## src/rtl/rec_pkg.sv

```systemverilog
// rtl/rec_pkg.sv - record layout types and constants shared by the record FIFO
package rec_pkg;

    localparam int AW = 16;
    localparam int SW = 8;

    typedef struct packed {
        logic valid;
        logic value;
    } mask_t;

    typedef struct packed {
        logic           valid;
        logic [AW-1:0]  user;
        mask_t          mask;
    } rec_t;

    // Flat layout positions; the user field starts at bit 2 for any AW.
    localparam int REC_W          = $bits(rec_t);
    localparam int BIT_VALID      = AW + 2;
    localparam int BIT_USER_LSB   = 2;
    localparam int BIT_MASK_VALID = 1;
    localparam int BIT_MASK_VALUE = 0;

    // Lane select width: enough bits to address AW/SW lanes, never zero.
    function automatic int lane_width(input int aw, input int sw);
        return (aw / sw > 1) ? $clog2(aw / sw) : 1;
    endfunction

endpackage

```

## src/rtl/rec_slice_extract.sv

```systemverilog
// rtl/rec_slice_extract.sv - combinational SW-bit lane view of a record's user field
module rec_slice_extract
    import rec_pkg::*;
#(
    parameter int AW = rec_pkg::AW,
    parameter int SW = rec_pkg::SW,
    parameter int LW = lane_width(AW, SW)
) (
    input  logic [AW+2:0] rec,
    input  logic [LW-1:0] lane,
    input  logic          valid,
    output logic [SW-1:0] slice
);

    localparam int NL = AW / SW;

    // The mask bits play no part in the lane view.
    logic unused_mask;
    assign unused_mask = ^rec[BIT_MASK_VALID:BIT_MASK_VALUE];

    // Zero when nothing is presented; all-ones for invalid records or out-of-range lanes.
    always_comb begin
        slice = '0;
        if (valid) begin
            slice = '1;
            if (rec[AW+2]) begin
                for (int i = 0; i < NL; i++) begin
                    if (lane == LW'(i)) begin
                        slice = rec[BIT_USER_LSB + i*SW +: SW];
                    end
                end
            end
        end
    end

endmodule

```

## src/rtl/rec_slice_fifo.sv

```systemverilog
// rtl/rec_slice_fifo.sv - record FIFO with mask filtering and a selectable user-field lane
// Optional synchronous flush port enabled by defining REC_FLUSH_EN.
module rec_slice_fifo
    import rec_pkg::*;
#(
    parameter  int AW          = rec_pkg::AW,
    parameter  int SW          = rec_pkg::SW,
    parameter  int DEPTH       = 4,
    parameter  int MASK_FILTER = 1,
    localparam int LW          = lane_width(AW, SW),
    localparam int CW          = $clog2(DEPTH + 1)
) (
    input  logic          clk,
    input  logic          rst_n,
`ifdef REC_FLUSH_EN
    input  logic          flush,
`endif
    input  logic          in_valid,
    output logic          in_ready,
    input  logic [AW+2:0] in_data,
    input  logic [LW-1:0] in_lane,
    output logic          out_valid,
    input  logic          out_ready,
    output logic [AW+2:0] out_rec,
    output logic [SW-1:0] out_slice,
    output logic [CW-1:0] count,
    output logic [7:0]    drop_cnt
);

    localparam int PW = $clog2(DEPTH);
    localparam int EW = LW + AW + 3;

    logic [EW-1:0] mem [DEPTH];
    logic [PW-1:0] wr_ptr;
    logic [PW-1:0] rd_ptr;
    logic [EW-1:0] head;
    logic          push;
    logic          pop;
    logic          drop;
    logic          store;

    // No bypass: a full FIFO refuses input even if the head leaves this cycle.
`ifdef REC_FLUSH_EN
    assign in_ready = (count != CW'(DEPTH)) && !flush;
`else
    assign in_ready = (count != CW'(DEPTH));
`endif

    assign push      = in_valid && in_ready;
    assign pop       = out_valid && out_ready;
    assign drop      = push && (MASK_FILTER != 0) && in_data[BIT_MASK_VALID] && !in_data[BIT_MASK_VALUE];
    assign store     = push && !drop;

    assign head      = mem[rd_ptr];
    assign out_valid = (count != '0);
    assign out_rec   = out_valid ? head[AW+2:0] : '0;

    // Pointers, occupancy and the saturating drop counter.
    always_ff @(posedge clk or negedge rst_n) begin
        if (!rst_n) begin
            wr_ptr   <= '0;
            rd_ptr   <= '0;
            count    <= '0;
            drop_cnt <= '0;
        end else begin
`ifdef REC_FLUSH_EN
            if (flush) begin
                wr_ptr <= '0;
                rd_ptr <= '0;
                count  <= '0;
            end else begin
`endif
                if (store) begin
                    wr_ptr <= wr_ptr + PW'(1);
                end
                if (pop) begin
                    rd_ptr <= rd_ptr + PW'(1);
                end
                if (store && !pop) begin
                    count <= count + CW'(1);
                end else if (pop && !store) begin
                    count <= count - CW'(1);
                end
                if (drop && drop_cnt != 8'hFF) begin
                    drop_cnt <= drop_cnt + 8'd1;
                end
`ifdef REC_FLUSH_EN
            end
`endif
        end
    end

    // Record storage keeps its lane select alongside; contents are never reset.
    always_ff @(posedge clk) begin
        if (store) begin
            mem[wr_ptr] <= {in_lane, in_data};
        end
    end

    rec_slice_extract #(
        .AW (AW),
        .SW (SW),
        .LW (LW)
    ) u_extract (
        .rec   (head[AW+2:0]),
        .lane  (head[EW-1 -: LW]),
        .valid (out_valid),
        .slice (out_slice)
    );

endmodule

```

## config.mk

```make
export PLATFORM = sky130hd
export DESIGN_NAME = rec_slice_fifo
export DESIGN_NICKNAME = d
export VERILOG_FILES = /design/src/rtl/rec_pkg.sv /design/src/rtl/rec_slice_extract.sv /design/src/rtl/rec_slice_fifo.sv
export SDC_FILE = /design/constraint.sdc
export NUM_CORES = 1
export LEC_CHECK = 0
export ABC_AREA = 1
export CORE_ASPECT_RATIO = 0.75
export CORE_MARGIN = 2
export CORE_UTILIZATION = 49
export DETAILED_ROUTE_END_ITERATION = 8
export HOLD_SLACK_MARGIN = 0.08
export PLACE_DENSITY = 0.76
export REMOVE_ABC_BUFFERS = 1
export SKIP_CTS_REPAIR_TIMING = 1
export SYNTH_ARGS = -nofsm -noshare
export SYNTH_HDL_FRONTEND = slang
export SYNTH_SLANG_ARGS = --single-unit
```

## constraint.sdc

```tcl
create_clock -name clk -period 2 [get_ports clk]
set_clock_uncertainty 0.1 [all_clocks]
set_input_delay 0.2 -clock clk [delete_from_list [all_inputs] [get_ports clk]]
set_output_delay 0.2 -clock clk [all_outputs]
set_load 0.1 [all_outputs]
```

==> metrics <==
outcome complete, but fails checks; violations in the final reports setup timing; pin count of the biggest net entering global routing 23; overflow left after global routing 0; buffers added on ports between 60 and 70; max-slew violations 0; portion of synthesized cell area occupied by the leading cell type between 50 and 60%; Arr. time, crit path 1900 ps; antenna-violating nets left 0; width of the die 115.6 um; number of nets in the final layout 586; clock sink count 95; global-route wire length before repair approximately 17,000 um; antenna violations before repair 0; post-route DRC violation count 0; Detail Placement HPWL 6889 um; slowest cell delay on critical path between 400 and 500 ps; number of global-route vias before repair 3,367; highest net fanout along the worst path 10; final RePlAce weighted congestion between 0.8 and 0.9; post-synthesis register bit count 95; total routing resource utilization after global routing a little over a fifth; register area share after synthesis 60.72%; root buf cell sky130_fd_sc_hd__clkbuf_16; fill cell total of the finished layout 582; cell with the biggest individual delay on the critical path sky130_fd_sc_hd__dfrtp_2; number of diodes added for antenna fixing 0; CTS buffer count 9; CTS tree done; endpoint required time on the critical path 1700 ps; buffer depth of the longest clock path 2; total of warnings raised by yosys 0; count of pins on the block boundary 64; worst slack on hold paths 199.3 ps; cells along the critical path buf_4 -> buf_12 -> nand2_2 -> nand3_2 -> nand2_4 -> nand3_1 -> nand3_2 -> buf_12; final hold viol count 0; die boundary height 87.68 um; setup violators final 20; number of optimization iterations in the first detailed-route pass 5; class of the tightest hold or removal check input pin to asynchronous set/reset pin; slew at the pin with the worst max-slew slack ~740 ps; post-detailed-route via-to-cell ratio roughly 5.4; critical setup path kind flip-flop to output pin; max-cap violation count 0; Synth Instances about 460; final worst path period share 109.9%; Netlist cell types 28; cell family contributing the most delay on the critical path simple AND/OR/NAND/NOR gates; starting density of the core between 50% and 60%; aggregate routed wire length roughly 12,000 um; post-layout worst setup margin -198.7 ps; FMAX around 450 MHz; htree depth 3; clock transition time at the flip-flop clock pins of the worst setup and hold paths 60 ps; clock insertion delay at the later pin of the skew report between 300 and 400 ps; unrepaired setup endpoints after global routing true; routed vias about 3,700; WL/cell between 15 and 20 um; count of buffer and inverter cells on the critical path 3; layout-stage area growth over the synthesis result 41.22%; mean area per synthesized cell between 9 and 10 um^2; site row count 30; largest area contributor in the synthesized netlist sky130_fd_sc_hd__edfxtp_1; worst slew slack as a fraction of its limit 50.41%; element type at the critical path end output pin; synthesized area about 0.0046 mm^2; minimum period implied by the final worst setup slack roughly 2200 ps; core region area 0.009046 mm^2; biggest area contributors in the synthesized netlist sky130_fd_sc_hd__edfxtp_1 53%, sky130_fd_sc_hd__nand2_1 9.8%, sky130_fd_sc_hd__dfrtp_1 8.2%; die area 0.01013 mm^2; number of DRC markers in iteration 0 between 400 and 500; kind of start point of the critical path flip-flop; fraction of final layout cells with drive strength greater than 1 approximately 29%
-- Yosys cell counts --
master                     count
sky130_fd_sc_hd__dfrtp_1      15
sky130_fd_sc_hd__buf_4         4
sky130_fd_sc_hd__nand3_1      67
sky130_fd_sc_hd__inv_2         2
sky130_fd_sc_hd__buf_2         7
sky130_fd_sc_hd__a21oi_1      21
sky130_fd_sc_hd__nand2_2       7
sky130_fd_sc_hd__o21ai_0       6
sky130_fd_sc_hd__inv_4         1
sky130_fd_sc_hd__nand2_1     119
sky130_fd_sc_hd__nor3_1        1
sky130_fd_sc_hd__nor2_1       17
sky130_fd_sc_hd__buf_6         5
sky130_fd_sc_hd__nand4_1       1
sky130_fd_sc_hd__ha_1          6
sky130_fd_sc_hd__nand2_4       5
sky130_fd_sc_hd__xor2_1        4
sky130_fd_sc_hd__edfxtp_1     80
sky130_fd_sc_hd__nand3_2       1
sky130_fd_sc_hd__mux2_2        1
sky130_fd_sc_hd__nand3b_1      3
sky130_fd_sc_hd__nor2_2        2
sky130_fd_sc_hd__o21ai_1       1
sky130_fd_sc_hd__nor2_4        3
sky130_fd_sc_hd__fa_1          1
sky130_fd_sc_hd__nand3_4       1
sky130_fd_sc_hd__inv_1        80
sky130_fd_sc_hd__xnor2_1       3
-- flip-flops by register name (all words and copies together), names as in the netlist --
name / cells
mem: 80
drop_cnt: 8
count: 3
rd_ptr: 2
wr_ptr: 2
-- cells by family after synthesis --
family / count (synthesis) / share of synthesized area, %
AOI/OAI and AO/OA: 28 / 3.063
buffers and inverters: 99 / 9.519
and+or+nand+nor: 227 / 23.03
DFF: 95 / 60.72
adders and majority gates: 7 / 2.079
muxes: 1 / 0.2462
xor gates and xnor gates: 7 / 1.340
-- routing by layer --
metal / share of wire, % / vias to the layer above / GRT usage [%]
li1: - / 1692 / -
met1: 40 / 1818 / 28.98
met2: 51 / 197 / 35.89
met3: 7.2 / 33 / 4.844
met4: 1.9 / 0 / 7.886
met5: 0 / - / 0
-- layout by cell type (no fill, tap or decap), drive strengths merged --
cell	n
nand2	131
inv	83
edfxtp	80
buf	70
nand3	69
clkdlybuf4s50	23
nor2	22
a21oi	21
dfrtp	15
clkbuf	14
o21ai	7
ha	6
xor2	4
nand3b	3
xnor2	3
clkinv	3
clkinvlp	2
nand4	1
nor3	1
mux2	1
fa	1
-- final timing paths --
kind                             start           end  slack, ps  depth (start not counted)
setup / recovery             rd_ptr[0]  out_slice[4]       -200                          8
hold / removal                   rst_n   drop_cnt[7]        200                          1
setup reg to reg              count[1]      count[1]         70                          8
hold reg to reg            drop_cnt[1]   drop_cnt[1]        450                          2
max in group asynchronous        rst_n     rd_ptr[0]       1090                          1
min in group clk            in_data[3]     mem[1][3]        390                          1
-- worst register-to-register path: cells and delay by family, from the launching register on --
family / cells / cell delay, ps
adder cells (fa/ha/maj): 2 / 600
flip-flops: 1 / 410
buffers and inverters: 1 / 60
AND/OR/NAND/NOR: 4 / 360
multiplexers: 1 / 280
-- layout make-up --
cell class / instances / area, um^2 / share of cell area (%)
Inverter: 83 / 334.1 / 5.171
Sequential cell: 95 / 2779 / 43.02
Multi-Input combinational cell: 270 / 1635 / 25.31
Clock inverter: 4 / 32.53 / 0.5036
Timing Repair Buffer: 95 / 1266 / 19.60
Timing Repair inverter: 1 / 6.256 / 0.09684
Tap cell: 128 / 160.2 / 2.479
Clock buffer: 12 / 246.5 / 3.816
-- stage by stage --
stage	instances	instance area (um^2)	utilization [%]	setup TNS, ps	setup slack, ps
3_5_place_dp	662	5729	63.33	-240.4	-148.0
4_1_cts	678	6008	66.42	-5672	-271.3
6_report	688	6460	71.41	-1887	-198.7
2_1_floorplan	448	4453	-	-187010	-1859
5_1_grt	688	6460	71.41	-3301	-231.9
3_3_place_gp	662	5729	63.33	-179.2	-91.96
Power is left out: the tool's default activity adds up to more than one toggle a clock period on the data nets, which glitch-free logic cannot reach.
